`config.mk`:
```
export PLATFORM = sky130hd
export DESIGN_NAME = id_stage_pipe_flat
export DESIGN_NICKNAME = d
export VERILOG_FILES = /design/src/rtl/id_stage_pipe_if.sv /design/src/rtl/id_stage_pipe.sv /design/src/flat_wrapper.sv
export SDC_FILE = /design/constraint.sdc
export NUM_CORES = 1
export LEC_CHECK = 0
export BUFFER_PORTS_ARGS = -buffer_cell sky130_fd_sc_hd__buf_2
export CORE_UTILIZATION = 45
export DETAILED_ROUTE_END_ITERATION = 10
export HOLD_SLACK_MARGIN = 0.03
export PLACE_DENSITY = 0.83
export SLEW_MARGIN = 20
export SYNTH_ARGS = -nofsm -noshare
export SYNTH_HDL_FRONTEND = slang
export SYNTH_SLANG_ARGS = --single-unit
```
`constraint.sdc`:
```
create_clock -name clk -period 2.9 [get_ports clk]
set_clock_uncertainty 0.2 [all_clocks]
set_input_delay 0.58 -clock clk [delete_from_list [all_inputs] [get_ports clk]]
set_output_delay 0.58 -clock clk [all_outputs]
set_load 0.05 [all_outputs]
```
`src/rtl/id_stage_pipe_if.sv`:
```
// id_stage_pipe_if: IF_ID-side and ID/EX-side handshake bundle of the decode stage
interface id_stage_pipe_if #(
    parameter int DATA_W = 8,
    parameter int REG_AW = 5
);
    logic              in_valid;
    logic              in_ready;
    logic [2:0]        in_opcode;
    logic [REG_AW-1:0] in_ad1;
    logic [DATA_W-1:0] in_imm;
    logic              out_valid;
    logic              out_ready;
    logic [2:0]        out_opcode;
    logic [REG_AW-1:0] out_dest;
    logic [DATA_W-1:0] out_imm;
    logic [DATA_W-1:0] out_reg_val;
    logic [DATA_W-1:0] out_acc_val;
    logic              out_reg_write;
    logic              out_mem_write;
    logic              out_acc_write;

    modport master (
        output in_valid, in_opcode, in_ad1, in_imm, out_ready,
        input  in_ready, out_valid, out_opcode, out_dest, out_imm, out_reg_val,
               out_acc_val, out_reg_write, out_mem_write, out_acc_write
    );

    modport slave (
        input  in_valid, in_opcode, in_ad1, in_imm, out_ready,
        output in_ready, out_valid, out_opcode, out_dest, out_imm, out_reg_val,
               out_acc_val, out_reg_write, out_mem_write, out_acc_write
    );
endinterface

```
`src/rtl/id_stage_pipe.sv`:
```
// id_stage_pipe: registered decode stage with operand forwarding, load-use stall and halt
module id_stage_pipe #(
    parameter int DATA_W = 8,
    parameter int REG_AW = 5,
    parameter int CNT_W  = 8
) (
    input  logic              clk,
    input  logic              rst,
    id_stage_pipe_if.slave    bus,
    input  logic [DATA_W-1:0] reg_data,
    input  logic [DATA_W-1:0] acc_value,
    input  logic              flush,
    input  logic              ex_wr_en,
    input  logic [REG_AW-1:0] ex_wr_addr,
    input  logic [DATA_W-1:0] ex_wr_data,
    input  logic              wb_wr_en,
    input  logic [REG_AW-1:0] wb_wr_addr,
    input  logic [DATA_W-1:0] wb_wr_data,
    input  logic              ex_acc_wr,
    input  logic [DATA_W-1:0] ex_acc_data,
    output logic              halted,
    output logic [CNT_W-1:0]  stall_count
);
    localparam logic [2:0] OP_LDO = 3'b001;
    localparam logic [2:0] OP_LDA = 3'b010;
    localparam logic [2:0] OP_STO = 3'b011;
    localparam logic [2:0] OP_PRE = 3'b100;
    localparam logic [2:0] OP_ADD = 3'b101;
    localparam logic [2:0] OP_LDM = 3'b110;
    localparam logic [2:0] OP_HLT = 3'b111;

    localparam logic [1:0] RUN    = 2'd0;
    localparam logic [1:0] STALL  = 2'd1;
    localparam logic [1:0] HALTED = 2'd2;

    logic [1:0]        state;
    logic              load_en;
    logic              hazard;
    logic              accept;
    logic              reg_w;
    logic              mem_w;
    logic              acc_w;
    logic              stall_now;
    logic [DATA_W-1:0] fwd_reg;
    logic [DATA_W-1:0] fwd_acc;

    always_comb begin
        load_en = !bus.out_valid || bus.out_ready;
        hazard  = bus.in_valid && bus.out_valid
                  && (bus.out_opcode == OP_LDO || bus.out_opcode == OP_LDA)
                  && (bus.in_opcode == OP_STO || bus.in_opcode == OP_PRE || bus.in_opcode == OP_ADD)
                  && bus.in_ad1 == bus.out_dest;
        bus.in_ready = rst && load_en && !hazard && state != HALTED && !flush;
        accept    = bus.in_valid && bus.in_ready;
        stall_now = state == RUN && hazard && load_en && !flush;
        reg_w = bus.in_opcode == OP_LDO || bus.in_opcode == OP_LDA || bus.in_opcode == OP_LDM;
        mem_w = bus.in_opcode == OP_STO;
        acc_w = bus.in_opcode == OP_PRE || bus.in_opcode == OP_ADD;
        // The younger EX result overrides WB when both target the operand register
        fwd_reg = (ex_wr_en && ex_wr_addr == bus.in_ad1) ? ex_wr_data :
                  (wb_wr_en && wb_wr_addr == bus.in_ad1) ? wb_wr_data : reg_data;
        fwd_acc = ex_acc_wr ? ex_acc_data : acc_value;
        halted  = state == HALTED;
    end

    always_ff @(posedge clk) begin
        if (!rst) begin
            state             <= RUN;
            stall_count       <= '0;
            bus.out_valid     <= 1'b0;
            bus.out_opcode    <= '0;
            bus.out_dest      <= '0;
            bus.out_imm       <= '0;
            bus.out_reg_val   <= '0;
            bus.out_acc_val   <= '0;
            bus.out_reg_write <= 1'b0;
            bus.out_mem_write <= 1'b0;
            bus.out_acc_write <= 1'b0;
        end else begin
            // Flush kills the ID/EX entry even under backpressure
            if (flush || load_en) begin
                bus.out_valid     <= accept;
                bus.out_reg_write <= accept && reg_w;
                bus.out_mem_write <= accept && mem_w;
                bus.out_acc_write <= accept && acc_w;
            end
            if (accept) begin
                bus.out_opcode  <= bus.in_opcode;
                bus.out_dest    <= bus.in_ad1;
                bus.out_imm     <= bus.in_imm;
                bus.out_reg_val <= fwd_reg;
                bus.out_acc_val <= fwd_acc;
            end
            if (state == HALTED)
                state <= HALTED;
            else if (accept && bus.in_opcode == OP_HLT)
                state <= HALTED;
            else if (stall_now)
                state <= STALL;
            else
                state <= RUN;
            if (stall_now && stall_count != '1)
                stall_count <= stall_count + 1'b1;
        end
    end
endmodule

```
`src/flat_wrapper.sv`:
```
// flat-port wrapper written by rule: the top's interface ports become plain ports
module id_stage_pipe_flat 
#(
    parameter int DATA_W = 8,
    parameter int REG_AW = 5,
    parameter int CNT_W  = 8
)
  (clk, rst, reg_data, acc_value, flush, ex_wr_en, ex_wr_addr, ex_wr_data, wb_wr_en, wb_wr_addr, wb_wr_data, ex_acc_wr, ex_acc_data, halted, stall_count, bus_in_valid, bus_in_opcode, bus_in_ad1, bus_in_imm, bus_out_ready, bus_in_ready, bus_out_valid, bus_out_opcode, bus_out_dest, bus_out_imm, bus_out_reg_val, bus_out_acc_val, bus_out_reg_write, bus_out_mem_write, bus_out_acc_write);
  id_stage_pipe_if #(.DATA_W(DATA_W), .REG_AW(REG_AW)) bus_i ();
  input  logic clk;
  input  logic rst;
  input  logic [DATA_W-1:0] reg_data;
  input  logic [DATA_W-1:0] acc_value;
  input  logic flush;
  input  logic ex_wr_en;
  input  logic [REG_AW-1:0] ex_wr_addr;
  input  logic [DATA_W-1:0] ex_wr_data;
  input  logic wb_wr_en;
  input  logic [REG_AW-1:0] wb_wr_addr;
  input  logic [DATA_W-1:0] wb_wr_data;
  input  logic ex_acc_wr;
  input  logic [DATA_W-1:0] ex_acc_data;
  output logic halted;
  output logic [CNT_W-1:0] stall_count;
  input wire logic [$bits(bus_i.in_valid)-1:0] bus_in_valid;
  input wire logic [$bits(bus_i.in_opcode)-1:0] bus_in_opcode;
  input wire logic [$bits(bus_i.in_ad1)-1:0] bus_in_ad1;
  input wire logic [$bits(bus_i.in_imm)-1:0] bus_in_imm;
  input wire logic [$bits(bus_i.out_ready)-1:0] bus_out_ready;
  output wire logic [$bits(bus_i.in_ready)-1:0] bus_in_ready;
  output wire logic [$bits(bus_i.out_valid)-1:0] bus_out_valid;
  output wire logic [$bits(bus_i.out_opcode)-1:0] bus_out_opcode;
  output wire logic [$bits(bus_i.out_dest)-1:0] bus_out_dest;
  output wire logic [$bits(bus_i.out_imm)-1:0] bus_out_imm;
  output wire logic [$bits(bus_i.out_reg_val)-1:0] bus_out_reg_val;
  output wire logic [$bits(bus_i.out_acc_val)-1:0] bus_out_acc_val;
  output wire logic [$bits(bus_i.out_reg_write)-1:0] bus_out_reg_write;
  output wire logic [$bits(bus_i.out_mem_write)-1:0] bus_out_mem_write;
  output wire logic [$bits(bus_i.out_acc_write)-1:0] bus_out_acc_write;
  assign bus_i.in_valid = bus_in_valid;
  assign bus_i.in_opcode = bus_in_opcode;
  assign bus_i.in_ad1 = bus_in_ad1;
  assign bus_i.in_imm = bus_in_imm;
  assign bus_i.out_ready = bus_out_ready;
  assign bus_in_ready = bus_i.in_ready;
  assign bus_out_valid = bus_i.out_valid;
  assign bus_out_opcode = bus_i.out_opcode;
  assign bus_out_dest = bus_i.out_dest;
  assign bus_out_imm = bus_i.out_imm;
  assign bus_out_reg_val = bus_i.out_reg_val;
  assign bus_out_acc_val = bus_i.out_acc_val;
  assign bus_out_reg_write = bus_i.out_reg_write;
  assign bus_out_mem_write = bus_i.out_mem_write;
  assign bus_out_acc_write = bus_i.out_acc_write;
  id_stage_pipe #(.DATA_W(DATA_W), .REG_AW(REG_AW), .CNT_W(CNT_W)) u_core (.clk(clk), .rst(rst), .bus(bus_i), .reg_data(reg_data), .acc_value(acc_value), .flush(flush), .ex_wr_en(ex_wr_en), .ex_wr_addr(ex_wr_addr), .ex_wr_data(ex_wr_data), .wb_wr_en(wb_wr_en), .wb_wr_addr(wb_wr_addr), .wb_wr_data(wb_wr_data), .ex_acc_wr(ex_acc_wr), .ex_acc_data(ex_acc_data), .halted(halted), .stall_count(stall_count));
endmodule
```
==> out/summary.txt, run 1 <==
Post-Synthesis Cells - 273
initial antenna violation count - 0
EDFF count, synth - 0
Syn Area/Cell - 8.28 um2
worst min path class - reg2reg
Rows - 25
Crit-path slowest cell - buf_2
Die Ht - 72.9 um
first-pass GRT wire length - 9.18 mm
Fin. Hold Viols - 0
Final setup viols - 0
Gate power share - 19.8%
drt drc - 0
full die area - 5310 um2
CTS buffer count - 5
Clk network pwr share - 32.7%
Switch Pwr - 0.000386 W
DR WL/cell - 12.7 um
dpl cell area - 2950 um2
Ports - 120
Mapped Nets - 348
vias in the first global route - 2105
nets - 466
Post-synth ARST share - 0%
synth warn - 0
die width - 72.9 um
WS Path Type - in2out
area of the multi-input gates - 1280 um2
compound-cell area share of the yosys netlist - 17.9%
Area Overhead vs Synth - 35.2%
Fill cells - 440
WP data arrival - 1.93 ns
post-CTS setup buffer count - 0
# hold bufs at CTS - 0
share of cells above drive strength 1 - 36.2%
sw frac - 27.7%
leakage power - 1.38 nW
Initial Util - 47.2%
Slew @ Worst Pin - 0.899 ns
Synth cell types - 40
multiplexer area fraction after synthesis - 4.43%
Post-Synth Simple-Gate Area - 26.2%
CP dominant cell by count - buf_2
Power Density - 457 nW/um2
H-tree Lvls - 2
Critical Path Source Type - input pin
slew margin rel. - 40.0%
Synth Flop Type - dfxtp_1
sequential area share after synthesis - 40.8%
clk sink count - 46
post-DP HPWL - 4.45 mm
final core occ - 63.8%
adder-cell share of the synthesized area - 0.554%
dpl ws - 0.210 ns
overall via count from detail_route - 2382
main combinational cell family by area after synthesis - simple AND/OR/NAND/NOR gates
cell area after synthesis - 2260 um2
TNS Setup - 0 ns
status - complete, no violations
CP Capture Type - output port
post-route insts no fill - 459
Peak Freq - 0.369 GHz
root buffer cell - clkbuf_8
Placed Cells - 451
Antenna diodes - 0
fin crit share - 93.5%
Slew Limit Fails - 0
Worst-path clk slew - 0.07 ns
Largest stage delay, worst path - 0.32 ns
XOR/XNOR share of the synthesized area - 6.92%
largest net degree at the start of global routing - 30
post-CTS resize count - 0
CTS tree - built
cell internal pwr - 0.00101 W
1st-iter DRT viols - 89
CP cell instances - buf_2, and2b_1, o2111ai_4, nor3_1, nor4b_2, buf_2
clk_lat worst skew - 0.29 ns
grt total ovfl - 0
Design Area, Final - 3060 um2
Max FO, Critical Path - 7
Core ar. - 4790 um2
RSZ-0062 raised after global routing - no
Final WS setup - 0.188 ns
clock tree buffer depth - 2
Seq pwr share - 47.5%
Worst VDD drop - 0.000337 V
vias per inst - 5.19
Total GRT Usage - 22.3%
min cycle time layout - 2.71 ns
TritonRoute pass-1 iters - 5
GP Congestion - 0.795
PortBufs - 119
WL final - 5.81 mm
Worst EP required - 2.12 ns
max-capacitance violation count - 0
register area - 921 um2
flops & latches, synth - 46
DRT antenna net count - 0
[layer usage]
layer	GRT usage, %	up-vias	part of all wire, %
li1	-	1206	-
met1	27.8	1085	45
met2	37.6	85	47
met3	5.94	6	6.6
met4	6.75	0	1.4
met5	0	-	0
[registers in the layout, summed over array words and instances (netlist names), 2 cells and up]
signal,cells
u_core.bus.out_reg_val,8
u_core.bus.out_acc_val,8
u_core.bus.out_dest,5
u_core.state,2
u_core.bus.out_opcode,3
u_core.stall_count,8
u_core.bus.out_imm,8
[layout by cell type, fill, tap and decap left out, drive strengths merged, types with 2 or more instances in the layout]
cell / Yosys / final
a211oi: 8 / 8
a21oi: 23 / 23
a22oi: 2 / 2
a31o: 4 / 4
and2b: 2 / 2
and3: 11 / 11
and4: 2 / 2
buf: 2 / 126
clkbuf: 13 / 7
dfxtp: 46 / 46
inv: 4 / 4
mux2i: 10 / 10
nand2: 39 / 39
nand2b: 3 / 3
nand3: 15 / 15
nand4: 4 / 4
nor2: 21 / 21
nor4: 3 / 3
nor4b: 2 / 2
o211ai: 4 / 4
o21ai: 13 / 13
o31ai: 5 / 5
or3: 8 / 8
xnor2: 15 / 15
xor2: 2 / 2
[kinds of logic after synthesis]
| kind of cell | Yosys count |
|---|---|
| and+or+nand+nor | 118 |
| AOI/OAI and AO/OA | 62 |
| DFF | 46 |
| buffers and inverters | 19 |
| xor gates and xnor gates | 17 |
| muxes | 10 |
| adders and majority gates | 1 |
[layout make-up]
cell class                      instances  share of cell area (%)
Clock inverter                          1                   0.983
Sequential cell                        46                    30.1
Multi-Input combinational cell        208                    41.9
Inverter                                4                   0.491
Clock buffer                            7                    2.50
Tap cell                               67                    2.74
Timing Repair Buffer                  126                    21.2
[power groups by stage]
stage / combinational (W) / clock, W / sequential, W
floorplan: 0.000103 / 0 / 0.000750
global placement: 0.000272 / 0 / 0.000678
detailed placement: 0.000277 / 0 / 0.000678
CTS: 0.000278 / 0.000465 / 0.000663
global route: 0.000299 / 0.000500 / 0.000666
finish: 0.000277 / 0.000457 / 0.000663
[final timing paths]
check / cells after the start / slack [ns] / start / end
hold reg to reg: 2 / 0.25 / u_core.bus.out_reg_write$_SDFFE_PN0P_ / u_core.bus.out_reg_write$_SDFFE_PN0P_
hold / removal: 2 / 0.25 / u_core.bus.out_reg_write$_SDFFE_PN0P_ / u_core.bus.out_reg_write$_SDFFE_PN0P_
setup / recovery: 6 / 0.19 / bus_in_opcode[1] / bus_in_ready
setup reg to reg: 5 / 0.54 / u_core.bus.out_dest[2]$_SDFFE_PN0P_ / u_core.stall_count[7]$_SDFFE_PN0P_
[Yosys cell counts (2+ instances only)]
cell | instances | area (um2)
dfxtp_1 | 46 | 921
a21oi_1 | 23 | 115
and3_1 | 11 | 68.8
nand4_1 | 4 | 25.0
o21ai_0 | 13 | 65.1
a31o_2 | 4 | 35.0
mux2i_1 | 10 | 100
o211ai_1 | 4 | 30.0
xnor2_1 | 14 | 123
nand2b_1 | 3 | 18.8
and2b_1 | 2 | 15.0
a22oi_1 | 2 | 15.0
nand2_1 | 39 | 146
xor2_1 | 2 | 17.5
or3_1 | 8 | 50.1
clkbuf_1 | 13 | 48.8
nor4b_1 | 2 | 17.5
nand3_1 | 15 | 75.1
and4_1 | 2 | 17.5
nor4_1 | 3 | 18.8
o31ai_1 | 4 | 30.0
inv_1 | 4 | 15.0
a211oi_1 | 8 | 60.1
nor2_1 | 21 | 78.8
[critical path: cells and delay by family]
kind,cells,cell delay [ns]
compound gates,1,0.31
buf+inv,2,0.45
simple gates,3,0.59
[through the flow]
step | total power, W | hold slack (ns)
6_report | 0.00140 | 0.253
5_1_grt | 0.00147 | 0.271
4_1_cts | 0.00141 | 0.255
3_5_place_dp | 0.000955 | 0.244
3_3_place_gp | 0.000949 | 0.239
2_1_floorplan | 0.000853 | 0.292
Note: power is estimated with default switching activity, not from simulation.
==> run 2: changes to the inputs <==
--- a/config.mk
+++ b/config.mk
@@ -6,7 +6,9 @@
 export NUM_CORES = 1
 export LEC_CHECK = 0
 export BUFFER_PORTS_ARGS = -buffer_cell sky130_fd_sc_hd__buf_2
+export CORE_MARGIN = 5
 export CORE_UTILIZATION = 45
+export CTS_CLUSTER_DIAMETER = 100
 export DETAILED_ROUTE_END_ITERATION = 10
 export HOLD_SLACK_MARGIN = 0.03
 export PLACE_DENSITY = 0.83
==> run 2 against run 1 <==
  * Register-to-register slack gained 0.07 ns
  * Critical endpoint unchanged
  * Highest routed layer unchanged
  * Critical path type unchanged
  * Non-clock buffer count unchanged
  * Largest power group unchanged
  * Worst setup slack gained 0.012 ns
==> out/summary.txt, run 2 (synthesis results as in run 1) <==
Ports - 120 (unchanged)
most frequent cells in the layout - buf_2, dfxtp_1, nand2_1
Final setup viols - 0 (unchanged)
Peak Freq - 0.370 GHz (+0.45%)
min cycle time layout - 2.70 ns (-0.0122 ns)
full die area - 6540 um2 (+23%)
register area - 921 um2 (unchanged)
cell internal pwr - 0.00103 W (+1.8%)
Worst VDD drop - 0.000358 V (+6.0%)
Slew Limit Fails - 0 (unchanged)
CP Capture Type - output port
area of the multi-input gates - 1280 um2 (unchanged)
die width - 80.9 um (+11%)
Placed Cells - 451 (unchanged)
vias in the first global route - 2249 (+6.8%)
Switch Pwr - 0.000387 W (+0.22%)
post-CTS setup buffer count - 0 (unchanged)
vias per inst - 5.18 (-0.20%)
max-capacitance violation count - 0 (unchanged)
Rows - 25 (unchanged)
worst min path class - reg2reg
CTS buffer count - 5 (unchanged)
overall via count from detail_route - 2372 (-0.42%)
Seq pwr share - 46.9% (-0.6 points)
WL final - 6.14 mm (+5.8%)
post-CTS resize count - 0 (unchanged)
dpl cell area - 2950 um2 (unchanged)
GP Congestion - 0.851 (+7.1%)
grt total ovfl - 0 (unchanged)
worst hold slack - 0.253 ns (+0.0000210 ns)
Area Overhead vs Synth - 35.5%
H-tree Lvls - 2 (unchanged)
clk sink count - 46 (unchanged)
Antenna diodes - 0 (unchanged)
WP data arrival - 1.92 ns (about the same)
sw frac - 27.4% (-0.30 points)
nets - 466 (unchanged)
post-DP HPWL - 5.06 mm (+14%)
PortBufs - 119 (unchanged)
Clk network pwr share - 33.7% (+1.0 points)
reg-to-reg slack, setup - 0.61 ns (+0.07 ns)
Core ar. - 4790 um2 (unchanged)
DR WL/cell - 13.4 um (+6.0%)
first-pass GRT wire length - 9.71 mm (+5.8%)
post-route insts no fill - 458 (-0.22%)
WS Path Type - in2out
DRT antenna net count - 0 (unchanged)
TNS Setup - 0 ns (unchanged)
Fill cells - 429 (-2.5%)
largest net degree at the start of global routing - 31 (+3.3%)
TritonRoute pass-1 iters - 4 (-1)
Power Density - 462 nW/um2 (+1.1%)
status - complete, no violations
RSZ-0062 raised after global routing - no
# hold bufs at CTS - 0 (unchanged)
clk_lat worst skew - 0.29 ns (about the same)
Worst-path clk slew - 0.08 ns (about the same)
fin crit share - 93.1% (-0.42 points)
share of cells above drive strength 1 - 36.6% (+0.35 points)
clock tree buffer depth - 2 (unchanged)
Max FO, Critical Path - 7 (unchanged)
Worst EP required - 2.12 ns (about the same)
drt drc - 0 (unchanged)
initial antenna violation count - 0 (unchanged)
Total GRT Usage - 18.6% (-3.7 points)
Fin. Hold Viols - 0 (unchanged)
Critical Path Source Type - input pin
Gate power share - 19.5% (-0.3 points)
Die Ht - 80.9 um (+11%)
leakage power - 1.39 nW (+0.35%)
commonest non-fill, non-tap cell in the layout - buf_2
Initial Util - 47.2% (unchanged)
Design Area, Final - 3060 um2 (+0.20%)
1st-iter DRT viols - 63 (-29%)
slew margin rel. - 56.9% (+17 points)
CTS tree - built
Slew @ Worst Pin - 0.638 ns (-0.261 ns)
root buffer cell - clkbuf_8
## run 2: cell type report
class,count,area share [%]
sequential,46,30.1
timing repair buffer,126,21.2
tap,67,2.74
clock inverter,1,0.981
inverter,4,0.490
clock buffer,6,2.70
multi-input combinational,208,41.8
## run 2: worst max-delay path, stage by stage
cell,delay [ns]
buf_2,0.13
and2b_1,0.23
o2111ai_4,0.32
nor3_1,0.12
nor4b_2,0.22
buf_2,0.31
## run 2: worst paths after layout
check | start | endpoint | cells after the start
setup / recovery | bus_in_opcode[1] | bus_in_ready | 6
setup reg to reg | u_core.stall_count[0]$_SDFFE_PN0P_ | u_core.stall_count[7]$_SDFFE_PN0P_ | 6
hold / removal | u_core.bus.out_imm[1]$_SDFFE_PN0P_ | u_core.bus.out_imm[1]$_SDFFE_PN0P_ | 2
hold reg to reg | u_core.bus.out_imm[1]$_SDFFE_PN0P_ | u_core.bus.out_imm[1]$_SDFFE_PN0P_ | 2
## run 2: power by group through the flow
stage          Clock (W)  Combinational, W  Sequential, W
6_report        0.000477          0.000276       0.000663
5_1_grt         0.000513          0.000300       0.000666
4_1_cts         0.000491          0.000278       0.000664
3_5_place_dp           0          0.000277       0.000678
3_3_place_gp           0          0.000273       0.000677
2_1_floorplan          0          0.000103       0.000750
## run 2: metal layers
layer	share of wire [%]	up-vias	GRT usage, %
met5	0	-	0
met4	0.96	0	6.08
met3	6.2	5	4.43
met2	52	67	33.4
met1	41	1087	21.5
li1	-	1213	-
## run 2: metrics by stage
step	setup WS, ns	power (W)	utilization, %
finish	0.200	0.00142	64.0
global route	0.0991	0.00148	64.0
CTS	0.185	0.00143	64.0
detailed placement	0.190	0.000956	61.6
global placement	0.258	0.000950	61.6
floorplan	0.0443	0.000853	-
==> run 3: changes to the inputs <==
--- a/config.mk
+++ b/config.mk
@@ -5,9 +5,10 @@
 export SDC_FILE = /design/constraint.sdc
 export NUM_CORES = 1
 export LEC_CHECK = 0
+export ABC_AREA = 1
 export BUFFER_PORTS_ARGS = -buffer_cell sky130_fd_sc_hd__buf_2
 export CORE_MARGIN = 5
-export CORE_UTILIZATION = 45
+export CORE_UTILIZATION = 47
 export CTS_CLUSTER_DIAMETER = 100
 export DETAILED_ROUTE_END_ITERATION = 10
 export HOLD_SLACK_MARGIN = 0.03
==> run 3 against run 2 <==
  * Flip-flop and latch count is the same
  * Cell area grew 12%
  * Count of clock-buffer cells in the layout rose by 2
  * First-iteration DRC count grew 110%
  * Critical path type unchanged
  * Largest cell class unchanged
  * Highest routed layer unchanged
==> out/summary.txt, run 3 <==
cell with the most instances after synthesis - nand2_1
synth cell count leaders - nand2_1, nor2_1, inv_1
worst hold slack - 0.270 ns (+0.0172 ns)
Die Ht - 85.1 um (+5.3%)
Worst-path clk slew - 0.08 ns (about the same)
Post-Synth Simple-Gate Area - 43.6% (+17 points)
Largest stage delay, worst path - 0.30 ns (-0.02 ns)
TritonRoute pass-1 iters - 5 (+1)
area of the multi-input gates - 1430 um2 (+11%)
RSZ-0062 raised after global routing - no
root buffer cell - clkbuf_8
GP Congestion - 0.895 (+5.2%)
Area Overhead vs Synth - 29.8%
commonest non-fill, non-tap cell in the layout - nand2_1
register area - 921 um2 (unchanged)
synth top area cells - dfxtp_1, nand2_1, nor2_1
Synth area leader - dfxtp_1
slew margin rel. - 69.2% (+12 points)
sequential area share after synthesis - 34.7% (-6.0 points)
Peak Freq - 0.419 GHz (+13%)
Initial Util - 48.2% (+0.96 points)
Mapped Nets - 502 (+44%)
cell area after synthesis - 2650 um2 (+17%)
Fin. Hold Viols - 0 (unchanged)
Post-Synthesis Cells - 427 (+56%)
post-CTS resize count - 0 (unchanged)
Worst EP required - 2.12 ns (about the same)
drt drc - 0 (unchanged)
compound-cell area share of the yosys netlist - 4.72% (-13 points)
Synth Flop Type - dfxtp_1
die width - 85.1 um (+5.3%)
max-capacitance violation count - 0 (unchanged)
EDFF count, synth - 0 (unchanged)
grt total ovfl - 0 (unchanged)
Crit-path slowest cell - buf_2
CTS tree - built
overall via count from detail_route - 3056 (+29%)
Ports - 120 (unchanged)
Max FO, Critical Path - 5 (-2)
post-DP HPWL - 5.81 mm (+15%)
fin crit share - 82.3% (-11 points)
flops & latches, synth - 46 (unchanged)
Slew @ Worst Pin - 0.460 ns (-0.178 ns)
most frequent cells in the layout - nand2_1, buf_2, nor2_1
vias per inst - 4.92 (-5.0%)
main combinational cell family by area after synthesis - simple AND/OR/NAND/NOR gates
clk_lat worst skew - 0.30 ns (about the same)
Rows - 27 (+8.0%)
nets - 623 (+34%)
# hold bufs at CTS - 0 (unchanged)
clock tree buffer depth - 2 (unchanged)
H-tree Lvls - 2 (unchanged)
Antenna diodes - 0 (unchanged)
Post-synth ARST share - 0% (unchanged)
clk sink count - 46 (unchanged)
CTS buffer count - 5 (unchanged)
Total GRT Usage - 20.4% (+1.8 points)
DRT antenna net count - 0 (unchanged)
1st-iter DRT viols - 135 (+110%)
PortBufs - 119 (unchanged)
WS Path Type - in2out
worst min path class - reg2reg
share of cells above drive strength 1 - 28.4% (-8.2 points)
Synth cell types - 25 (-38%)
vias in the first global route - 2780 (+24%)
post-CTS setup buffer count - 0 (unchanged)
leakage power - 1.91 nW (+37%)
largest net degree at the start of global routing - 50 (+61%)
adder-cell share of the synthesized area - 0.472% (-0.082 points)
initial antenna violation count - 0 (unchanged)
status - complete, no violations
CP cell instances - buf_2, inv_1, nand2_1, nand2_1, nor2_1, nand3_1, nor2_2, nor3_1, buf_2
multiplexer area fraction after synthesis - 3.40% (-1.0 points)
WP data arrival - 1.61 ns (-0.31 ns)
Fill cells - 518 (+21%)
synth warn - 0 (unchanged)
CP Capture Type - output port
DR WL/cell - 12.0 um (-10%)
Critical Path Source Type - input pin
WL final - 7.46 mm (+21%)
Final setup viols - 0 (unchanged)
full die area - 7250 um2 (+11%)
Synth top area share - 34.7% (-6.0 points)
TNS Setup - 0 ns (unchanged)
Syn Area/Cell - 6.21 um2 (-25%)
first-pass GRT wire length - 12.3 mm (+27%)
Slew Limit Fails - 0 (unchanged)
Worst VDD drop - 0.000236 V (-34%)
Core ar. - 5510 um2 (+15%)
Power Density - 430 nW/um2 (-7.0%)
min cycle time layout - 2.39 ns (-0.314 ns)
XOR/XNOR share of the synthesized area - 1.65% (-5.3 points)
==> run 3: cell count changes after synthesis, sizes merged, moves of 10 or more <==
| cell | previous run | this run |
|---|---|---|
| and3 | 11 | 1 |
| inv | 4 | 56 |
| mux2i | 10 | 0 |
| nand2 | 39 | 120 |
| nand4 | 4 | 35 |
| nor2 | 21 | 100 |
| xnor2 | 15 | 1 |
==> run 3: worst max-delay path: cells and delay by family <==
family                 cells  cell delay, ns
buffers and inverters      3            0.54
and+or+nand+nor            6            0.47
==> run 3: cell type report <==
| class | count | share of cell area, % |
|---|---|---|
| Clock buffer | 8 | 3.20 |
| Timing Repair Buffer | 129 | 19.8 |
| Inverter | 56 | 6.11 |
| Tap cell | 72 | 2.62 |
| Sequential cell | 46 | 26.8 |
| Multi-Input combinational cell | 310 | 41.5 |
==> run 3: cells by family after synthesis <==
kind of cell | Yosys count
AOI/OAI and AO/OA | 25
muxes | 8
buffers and inverters | 71
and+or+nand+nor | 271
DFF | 46
xor gates and xnor gates | 5
adders and majority gates | 1
==> run 3: final timing paths <==
kind / startpoint / endpoint / slack [ns] / depth (start not counted)
setup / recovery: bus_in_ad1[3] / bus_in_ready / 0.51 / 9
hold / removal: u_core.bus.out_mem_write$_SDFFE_PN0P_ / u_core.bus.out_mem_write$_SDFFE_PN0P_ / 0.27 / 2
setup reg to reg: u_core.bus.out_valid$_SDFFE_PN0P_ / u_core.bus.out_dest[3]$_SDFFE_PN0P_ / 0.83 / 10
hold reg to reg: u_core.bus.out_mem_write$_SDFFE_PN0P_ / u_core.bus.out_mem_write$_SDFFE_PN0P_ / 0.27 / 2
==> run 3: report_power, final <==
group          switching, W  internal, W  total (W)
clock network      0.000219     0.000241   0.000460
registers         0.0000136     0.000656   0.000670
logic              0.000233     0.000118   0.000351
total              0.000465      0.00101    0.00148
==> run 3: metrics by stage <==
step,std cells,total power [W],area [um2],utilization (%),worst slack [ns]
after floorplan,427,0.000914,2650,-,0.0398
after global placement,613,0.00103,3330,60.5,0.526
after detailed placement,613,0.00103,3330,60.5,0.467
after CTS,621,0.00149,3440,62.5,0.526
after global routing,621,0.00156,3440,62.5,0.441
final,621,0.00148,3440,62.5,0.514
==> run 3: per-layer routing <==
| metal | vias to the layer above | GRT usage, % | routed length [um] |
|---|---|---|---|
| met4 | 0 | 6.47 | 67 |
| met2 | 111 | 35.8 | 3580 |
| li1 | 1583 | - | - |
| met3 | 8 | 4.56 | 567 |
| met5 | - | 0 | 0 |
| met1 | 1354 | 24.6 | 3240 |
